[config.mk]
export PLATFORM = sky130hd
export DESIGN_NAME = jtcop_sndbus
export DESIGN_NICKNAME = d
export VERILOG_FILES = /design/src/rtl/jtcop_sndbus_pkg.sv /design/src/rtl/jtcop_sndbus_fifo.sv /design/src/rtl/jtcop_sndbus.sv
export SDC_FILE = /design/constraint.sdc
export NUM_CORES = 1
export LEC_CHECK = 0
export ABC_AREA = 1
export BUFFER_PORTS_ARGS = -buffer_cell sky130_fd_sc_hd__buf_2
export CORE_MARGIN = 2
export CORE_UTILIZATION = 49
export DETAILED_ROUTE_END_ITERATION = 16
export PLACE_DENSITY_LB_ADDON = 0.05
export SYNTH_ARGS = -nofsm -noshare
export SYNTH_HDL_FRONTEND = slang
export SYNTH_SLANG_ARGS = --single-unit
[constraint.sdc]
create_clock -name clk -period 3.7 [get_ports clk]
set_clock_uncertainty 0.05 [all_clocks]
set_input_delay 0.185 -clock clk [delete_from_list [all_inputs] [get_ports clk]]
set_output_delay 0.185 -clock clk [all_outputs]
set_load 0.03 [all_outputs]
[src/rtl/jtcop_sndbus_pkg.sv]
// Shared types and field layout for the jtcop_sndbus sound-CPU bus controller.
package jtcop_sndbus_pkg;

  typedef enum logic [1:0] {
    ST_IDLE,
    ST_ASSERT,
    ST_GAP
  } nmi_state_t;

  localparam int PAGE_W = 5;

  // Each DEV_MAP entry is {page[4:0], a15}; page[4] is not compared.
  localparam int DEV_W        = 6;
  localparam int DEV_A15_BIT  = 0;
  localparam int DEV_PAGE_LSB = 1;
  localparam int DEV_CMP_W    = 5;

endpackage

[src/rtl/jtcop_sndbus_fifo.sv]
// Command FIFO between main CPU and sound CPU; a push into a full FIFO is
// accepted only when a pop happens in the same cycle.
module jtcop_sndbus_fifo #(
  parameter int DEPTH = 4,
  parameter int LW    = $clog2(DEPTH) + 1
) (
  input  logic          clk,
  input  logic          rst,
  input  logic          push,
  input  logic          pop,
  input  logic [7:0]    din,
  output logic [7:0]    head,
  output logic [LW-1:0] level,
  output logic          full,
  output logic          empty
);

  localparam int PW = $clog2(DEPTH);

  logic [7:0]    mem [DEPTH];
  logic [PW-1:0] wr_ptr;
  logic [PW-1:0] rd_ptr;
  logic          do_push;
  logic          do_pop;

  assign empty   = (level == '0);
  assign full    = (level == LW'(DEPTH));
  assign do_pop  = pop && !empty;
  assign do_push = push && (!full || do_pop);
  assign head    = mem[rd_ptr];

  always_ff @(posedge clk or posedge rst) begin
    if (rst) begin
      wr_ptr <= '0;
      rd_ptr <= '0;
      level  <= '0;
    end else begin
      if (do_push) wr_ptr <= wr_ptr + 1'b1;
      if (do_pop)  rd_ptr <= rd_ptr + 1'b1;
      case ({do_push, do_pop})
        2'b10:   level <= level + 1'b1;
        2'b01:   level <= level - 1'b1;
        default: level <= level;
      endcase
    end
  end

  always_ff @(posedge clk) begin
    if (do_push) mem[wr_ptr] <= din;
  end

endmodule

[src/rtl/jtcop_sndbus.sv]
// HuC6280 sound-CPU bus controller: chip selects, read mux, ROM wait, command
// FIFO and NMI pacing. Define SNDBUS_STATUS_EN to add the status[7:0] output.
module jtcop_sndbus
  import jtcop_sndbus_pkg::*;
#(
  parameter int                      AW         = 21,
  parameter int                      NDEV       = 4,
  parameter logic [DEV_W*NDEV-1:0]   DEV_MAP    = {NDEV{6'h00}},
  parameter logic [PAGE_W-1:0]       LATCH_PAGE = 5'h03,
  parameter logic [PAGE_W-1:0]       RAM_PAGE   = 5'h1F,
  parameter int                      DEPTH      = 4,
  parameter int                      NMI_GAP    = 8
) (
  input  logic                     clk,
  input  logic                     rst,
  input  logic                     sx,
  input  logic                     ce,
  input  logic                     wrn,
  input  logic [AW-1:0]            addr,
  output logic [7:0]               cpu_din,
  output logic                     rom_cs,
  input  logic [7:0]               rom_data,
  input  logic                     rom_ok,
  output logic                     wait_n,
  output logic                     ram_cs,
  input  logic [7:0]               ram_dout,
  output logic [NDEV-1:0]          dev_cs,
  input  logic [8*NDEV-1:0]        dev_dout,
  input  logic                     snreq,
  input  logic [7:0]               latch,
  output logic                     nmi_n,
  output logic [$clog2(DEPTH):0]   fifo_level,
  output logic                     overrun
`ifdef SNDBUS_STATUS_EN
  ,
  output logic [7:0]               status
`endif
);

  localparam int LW = $clog2(DEPTH) + 1;
  localparam int CW = (NMI_GAP > 1) ? $clog2(NMI_GAP) : 1;

  logic [PAGE_W-1:0] page;
  logic [NDEV-1:0]   dev_hit;
  logic              latch_cs;
  logic              snreq_r;
  logic              push;
  logic              pop_req;
  logic              pop_done;
  logic [7:0]        head;
  logic [7:0]        rd_mux;
  logic              full;
  logic              empty;
  nmi_state_t        state;
  nmi_state_t        state_nx;
  logic [CW-1:0]     gap_cnt;
  logic [CW-1:0]     gap_cnt_nx;

  assign page = addr[AW-1 -: PAGE_W];

  always_comb begin
    dev_hit = '0;
    for (int i = 0; i < NDEV; i++)
      dev_hit[i] = addr[AW-1] &&
        ({page[PAGE_W-2:0], addr[15]} == DEV_MAP[DEV_W*i +: DEV_CMP_W]);
  end

  always_ff @(posedge clk or posedge rst) begin
    if (rst) begin
      rom_cs   <= 1'b0;
      ram_cs   <= 1'b0;
      latch_cs <= 1'b0;
      dev_cs   <= '0;
    end else if (sx) begin
      rom_cs   <= (page == '0);
      ram_cs   <= (page == RAM_PAGE);
      latch_cs <= (page == LATCH_PAGE) && addr[15];
      dev_cs   <= dev_hit;
    end else if (ce) begin
      rom_cs   <= 1'b0;
      ram_cs   <= 1'b0;
      latch_cs <= 1'b0;
      dev_cs   <= '0;
    end
  end

  // Later assignments win: ram > dev[0] > ... > dev[NDEV-1] > latch > rom.
  always_comb begin
    rd_mux = 8'hFF;
    if (rom_cs)   rd_mux = rom_data;
    if (latch_cs) rd_mux = empty ? 8'hFF : head;
    for (int i = NDEV-1; i >= 0; i--)
      if (dev_cs[i]) rd_mux = dev_dout[8*i +: 8];
    if (ram_cs)   rd_mux = ram_dout;
  end

  always_ff @(posedge clk or posedge rst) begin
    if (rst) begin
      cpu_din <= 8'hFF;
      wait_n  <= 1'b1;
    end else begin
      cpu_din <= rd_mux;
      wait_n  <= !rom_cs || rom_ok;
    end
  end

  assign push    = snreq && !snreq_r;
  assign pop_req = latch_cs && wrn && !pop_done;

  always_ff @(posedge clk or posedge rst) begin
    if (rst) begin
      snreq_r  <= 1'b0;
      pop_done <= 1'b0;
      overrun  <= 1'b0;
    end else begin
      snreq_r  <= snreq;
      pop_done <= latch_cs && (pop_done || pop_req);
      overrun  <= overrun || (push && full && !pop_req);
    end
  end

  jtcop_sndbus_fifo #(.DEPTH(DEPTH), .LW(LW)) u_fifo (
    .clk   (clk),
    .rst   (rst),
    .push  (push),
    .pop   (pop_req),
    .din   (latch),
    .head  (head),
    .level (fifo_level),
    .full  (full),
    .empty (empty)
  );

  always_ff @(posedge clk or posedge rst) begin
    if (rst) begin
      state   <= ST_IDLE;
      gap_cnt <= '0;
    end else begin
      state   <= state_nx;
      gap_cnt <= gap_cnt_nx;
    end
  end

  always_comb begin
    state_nx   = state;
    gap_cnt_nx = gap_cnt;
    nmi_n      = 1'b1;
    case (state)
      ST_IDLE: if (!empty) state_nx = ST_ASSERT;
      ST_ASSERT: begin
        nmi_n = 1'b0;
        if (pop_req) begin
          state_nx   = ST_GAP;
          gap_cnt_nx = CW'(NMI_GAP - 1);
        end
      end
      ST_GAP: begin
        if (gap_cnt == '0) state_nx = empty ? ST_IDLE : ST_ASSERT;
        else               gap_cnt_nx = gap_cnt - 1'b1;
      end
      default: state_nx = ST_IDLE;
    endcase
  end

`ifdef SNDBUS_STATUS_EN
  logic [2:0] level3;
  assign level3 = 3'(fifo_level);

  always_ff @(posedge clk or posedge rst) begin
    if (rst) status <= 8'h80;
    else     status <= {nmi_n, overrun, level3, head[2:0]};
  end
`endif

endmodule

After elaboration in Yosys (flattened, before gate mapping)
Memories as Yosys holds them, arrays and structs flattened.
Cells that the tools add are included.

storage, ports and cells
  bits in registers = 31
  bits in writable memories = 32
  bits of input ports = 84
  output and inout port bits = 20
  memories kept = 1

memory list
  memory      depth  bits a word  rd ports  clocked after memory_dff  write ports  line                     source
  u_fifo.mem  4      8            1         0                         1            jtcop_sndbus_fifo.sv:20  logic [7:0] mem [DEPTH];

cells by class
  add/sub/neg operators = 5
  equal/unequal tests = 11
  mux-type cells = 26
  reductions and logical operators = 30

operator list
  cell                                                                    number
  8-bit 2-to-1 mux                                                        8
  3-bit one-hot mux with 2 select lines                                   2
  1-bit logical AND                                                       10
  5-bit logical NOT                                                       2
  1-bit 2-to-1 mux                                                        8
  4-bit 2-to-1 mux                                                        2
  2-bit inequality test (second input constant)                           4
  1-bit logical NOT                                                       6
  3-bit logical NOT                                                       2
  2-bit 2-to-1 mux                                                        3
  3-bit 2-to-1 mux                                                        2
  2-bit one-hot mux with 3 select lines                                   1
  3-bit AND reduction                                                     2
  2-bit nonzero test                                                      3
  3-bit by 1-bit subtractor with 3-bit output (second input constant)     2
  5-bit by 2-bit equality test with 1-bit output (second input constant)  1
  5-bit equality test (second input constant)                             1
  2-bit by 1-bit adder with 2-bit output (second input constant)          2
  2-bit by 1-bit equality test with 1-bit output (second input constant)  2
  2-bit equality test (second input constant)                             2
  1-bit logical OR                                                        4
  3-bit by 1-bit adder with 3-bit output (second input constant)          1
  3-bit equality test (second input constant)                             1
  2-bit logical NOT                                                       1

Longest topological paths before layout
  word-level depth = 8
  gate-level depth with buffers = 11
  depth with buffers taken out = 11

Hierarchy
A second synthesis with hierarchy kept.

second synthesis, totals
  cell total of the unflattened synthesis = 315
  area total of the unflattened synthesis = 2,937.8 um^2

by module, submodules not included
  module             times used  cells each  area each (um^2)  seq. area each (um^2)
  jtcop_sndbus_fifo  1           149         1,719.1           1,136.1
  jtcop_sndbus       1           166         1,218.7           536.8

Worst setup path before layout
No wires, ideal clock.

  kind = reg-to-reg
  start = reg u_fifo.level[1]
  end = reg u_fifo.level[2]
  library setup time = 0.131 ns
  data arrival time = 1.924 ns
  data required time = 3.519 ns
  slack = 1.595 ns
  stages on the path, launching flop included = 10
  clock period less this slack = 2.105 ns
  cell sequence = dfrtp_1 nor2_2 nand3_2 nand2_2 ha_1 inv_1 fa_1 a21oi_1 o21ai_0 xor2_1

between the ends
  word-level cells in the longest chain between the ends = 7

ends and longest elaborated chain
  what                                                                                          line                     source
  start: declaration                                                                            jtcop_sndbus_fifo.sv:13  output logic [LW-1:0] level,
  start signal: assignment                                                                      jtcop_sndbus_fifo.sv:41  2'b10: level <= level + 1'b1;
  start signal: assignment                                                                      jtcop_sndbus_fifo.sv:42  2'b01: level <= level - 1'b1;
  start signal: assignment                                                                      jtcop_sndbus_fifo.sv:43  default: level <= level;
  3-bit logical NOT                                                                             jtcop_sndbus_fifo.sv:26  assign empty = (level == '0);
  1-bit logical NOT                                                                             jtcop_sndbus_fifo.sv:28  assign do_pop = pop && !empty;
  1-bit logical AND                                                                             jtcop_sndbus_fifo.sv:28
  1-bit logical OR                                                                              jtcop_sndbus_fifo.sv:29  assign do_push = push && (!full || do_pop);
  1-bit logical AND                                                                             jtcop_sndbus_fifo.sv:29
  2-bit by 1-bit equality test with 1-bit output / 2-bit equality test (equally long branches)  jtcop_sndbus_fifo.sv:40  case ({do_push, do_pop})
  3-bit one-hot mux with 2 select lines / 2-bit nonzero test (equally long branches)            n/a

Parallel ways exist; a longest one is shown, timed or not.
A chain may end at the register's enable or synchronous reset.

Worst setup path in the final report
Ends and elaborated chain as after synthesis.

==> out/results.tsv <==
stage	metric	value	unit
outcome	outcome	complete, no violations	
yosys	Synth Area per Inst	9.55	sq um
setup_path	critical path class	flop to flop	
timing	post-route minimum period	2.22	ns
yosys	Yosys cell types	29	
setup_path	CP max stage cell	dfrtp_1	
cts	clk buf depth	2	
yosys	YS warnings	0	
layout	area grow syn2layout	22.9	%
detailed_routing	vias per cell	4.66	
cts	clock-pin slew on the worst setup and hold paths	0.07	ns
detailed_routing	post-DR wirelength/cell	12.5	um
yosys	area leader, netlist	edfxtp_1	
setup_path	critical path's largest stage delay	0.41	ns
setup_path	critical path, cell by cell	nor2_2 > nand3_2 > nand2_2 > ha_1 > inv_1 > fa_1 > a21oi_1 > o21ai_0 > xor2_1	
timing	setup violators final	0	
flow_run	Max Cap Viol	0	
placement	GP Congestion	0.776	
layout	share of layout cells above drive strength 1	0.282	
cts	Sink Count	60	
die	die width	80.2	um
cts	Post-CTS Resized	0	
timing	Max Clk Rate	0.451	GHz
cts	clk_lat worst skew	0.35	ns
die	initial core utilization	0.511	
placement	Port-buffer cells	64	
yosys	Synth Register Bits	60	
die	# IOs	104	
detailed_routing	antenna viol nets, final	0	
setup_path	R2R depth	9	
yosys	syn_nets	390	
timing	Min Hold Slack	0.00861	ns
layout	Final nets	467	
power_and_ir_drop	peak supply drop	0.419	mV
detailed_routing	WL final	5640	um
die	Core ar.	5570	sq um
yosys	top cell type's share of synthesized area	0.338	
global_routing	antenna violations before repair	0	
setup_path	startpoint types	flop	
timing	final-report hold violation count	0	
detailed_routing	drt pass-1 iters	4	
die	Die ar.	6430	sq um
cts	root buffer cell	clkbuf_8	
timing	final clock period utilization by the worst path	0.599	
layout	n_diodes	0	
timing	RSZ-0062 raised after global routing	false	
setup_path	WP data required	3.87	ns
global_routing	GRT Overall Usage	0.197	
cts	CTS tree	yes	
cts	CTS buffer count	9	
detailed_routing	Iter 0 DRT Violations	115	
die	Die H	80.2	um
yosys	main area contributors after synthesis	edfxtp_1 34%, dfrtp_1 17%, nand2_1 13%	
global_routing	total gr overflow	0	
cts	H-tree levels	3	
yosys	sequential area share after synthesis	0.588	
setup_path	WP data arrival	2.39	ns
global_routing	largest net degree at the start of global routing	29	
layout	number of fillers in the final layout	478	
detailed_routing	Vias	2106	
power_and_ir_drop	Power Density	546	nW/um^2
min_path	hold depth	1	
die	Rows	27	
timing	Tightest Pin Transition	1.06	ns
yosys	Synth Cell Area	2850	sq um
power_and_ir_drop	Pleak	1.65	nW
timing	final setup TNS	0	ns
detailed_routing	DRC viols	0	
global_routing	vias in the first global route	2035	
min_path	Hold/Removal Path Class	input pin to flop	
timing	Final Slew Violations	0	
yosys	Synth Instances	298	
placement	Post-DP HPWL	3800	um
timing	Slew headroom	0.294	
setup_path	CP max FO	8	
setup_path	endpoint type of the worst setup path	flop	
global_routing	first-pass GRT wire length	9230	um
sequential cells by signal (all words and copies together) (netlist names), 2 cells and up:
signal and count:
gap_cnt 3, u_fifo.mem 32, state 2, u_fifo.rd_ptr 2, cpu_din 8, u_fifo.wr_ptr 2, u_fifo.level 3
metal layers:
layer,global-route usage,vias up,part of all wire
li1,-,1094,-
met1,0.244,940,0.44
met2,0.320,61,0.49
met3,0.0461,11,0.049
met4,0.102,0,0.024
met5,0,-,0
power breakdown:
group | total (mW) | switching [mW] | internal (mW)
registers | 0.859 | 0.0620 | 0.797
logic | 0.411 | 0.269 | 0.142
clock network | 0.640 | 0.264 | 0.376
worst paths after layout:
| path | startpoint | end | slack [ns] |
|---|---|---|---|
| max | u_fifo.level[1] | u_fifo.level[2] | 1.48 |
| min | latch[3] | u_fifo.mem[3][3] | 0.009 |
| max reg2reg | u_fifo.level[1] | u_fifo.level[2] | 1.48 |
| min reg2reg | gap_cnt[0] | gap_cnt[0] | 0.41 |
| max in group asynchronous | rst | u_fifo.wr_ptr[0] | 2.92 |
| min in group asynchronous | rst | snreq_r | 0.04 |
worst max-delay path: cells and delay by family, from the launching register on:
kind,cells,cell delay [ns]
adder cells (fa/ha/maj),2,0.56
AND/OR/NAND/NOR,3,0.53
flip-flops,1,0.41
AO/OA/AOI/OAI,2,0.31
XOR/XNOR,1,0.16
buffers and inverters,1,0.06
cell usage after synthesis (all sizes together):
| cell | instances |
|---|---|
| fa | 1 |
| nand3 | 18 |
| clkinv | 1 |
| xnor2 | 1 |
| dfstp | 9 |
| edfxtp | 32 |
| o21bai | 1 |
| dfrtp | 19 |
| o32ai | 3 |
| xor2 | 3 |
| nor2 | 33 |
| ha | 7 |
| o21ai | 3 |
| a21oi | 5 |
| inv | 35 |
| a22oi | 1 |
| buf | 10 |
| nand2 | 112 |
| o22ai | 2 |
| or2 | 2 |
placed cells by master (no fill, tap or decap), types with 4 or more instances in the layout:
cell type and n:
dfrtp_1 19, dlygate4sd3_1 12, buf_2 64, clkbuf_8 9
nand2_1 102, inv_1 34, edfxtp_1 32, dfstp_2 9
nand2_2 9, a21oi_1 4, ha_1 7, nand3_1 16
nor2_1 31
repair_timing:
action | in CTS | in global routing
setup endpoints to repair | 0 | 0
endpoints found under the hold margin | 15 | 0
buffers inserted | 0 | 0
hold buffers | 12 | 0
through the flow:
stage | cell area (sq um) | setup slack (ns) | cells | util | total power [mW]
floorplan | 2850 | 1.59 | 298 | - | 1.17
global placement | 3160 | 1.61 | 424 | 0.567 | 1.27
detailed placement | 3160 | 1.55 | 424 | 0.567 | 1.27
CTS | 3500 | 1.50 | 452 | 0.628 | 1.92
global route | 3500 | 1.31 | 452 | 0.628 | 2.01
finish | 3500 | 1.48 | 452 | 0.628 | 1.91
final cells by class:
class | count | area (sq um) | area share
Sequential cell | 60 | 1670 | 0.478
Multi-Input combinational cell | 192 | 940 | 0.269
Timing Repair Buffer | 76 | 440 | 0.126
Inverter | 36 | 140 | 0.0401
Clock buffer | 9 | 124 | 0.0354
Clock inverter | 7 | 91.3 | 0.0261
Tap cell | 72 | 90.1 | 0.0258
cell families after synthesis:
kind of cell	count (synthesis)	share of synthesized area
DFF	60	0.588
AOI/OAI and AO/OA	15	0.0369
and+or+nand+nor	165	0.243
xor gates and xnor gates	4	0.0123
buffers and inverters	46	0.0822
adders and majority gates	8	0.0378
No activity file was read; power rests on OpenSTA's default activity.
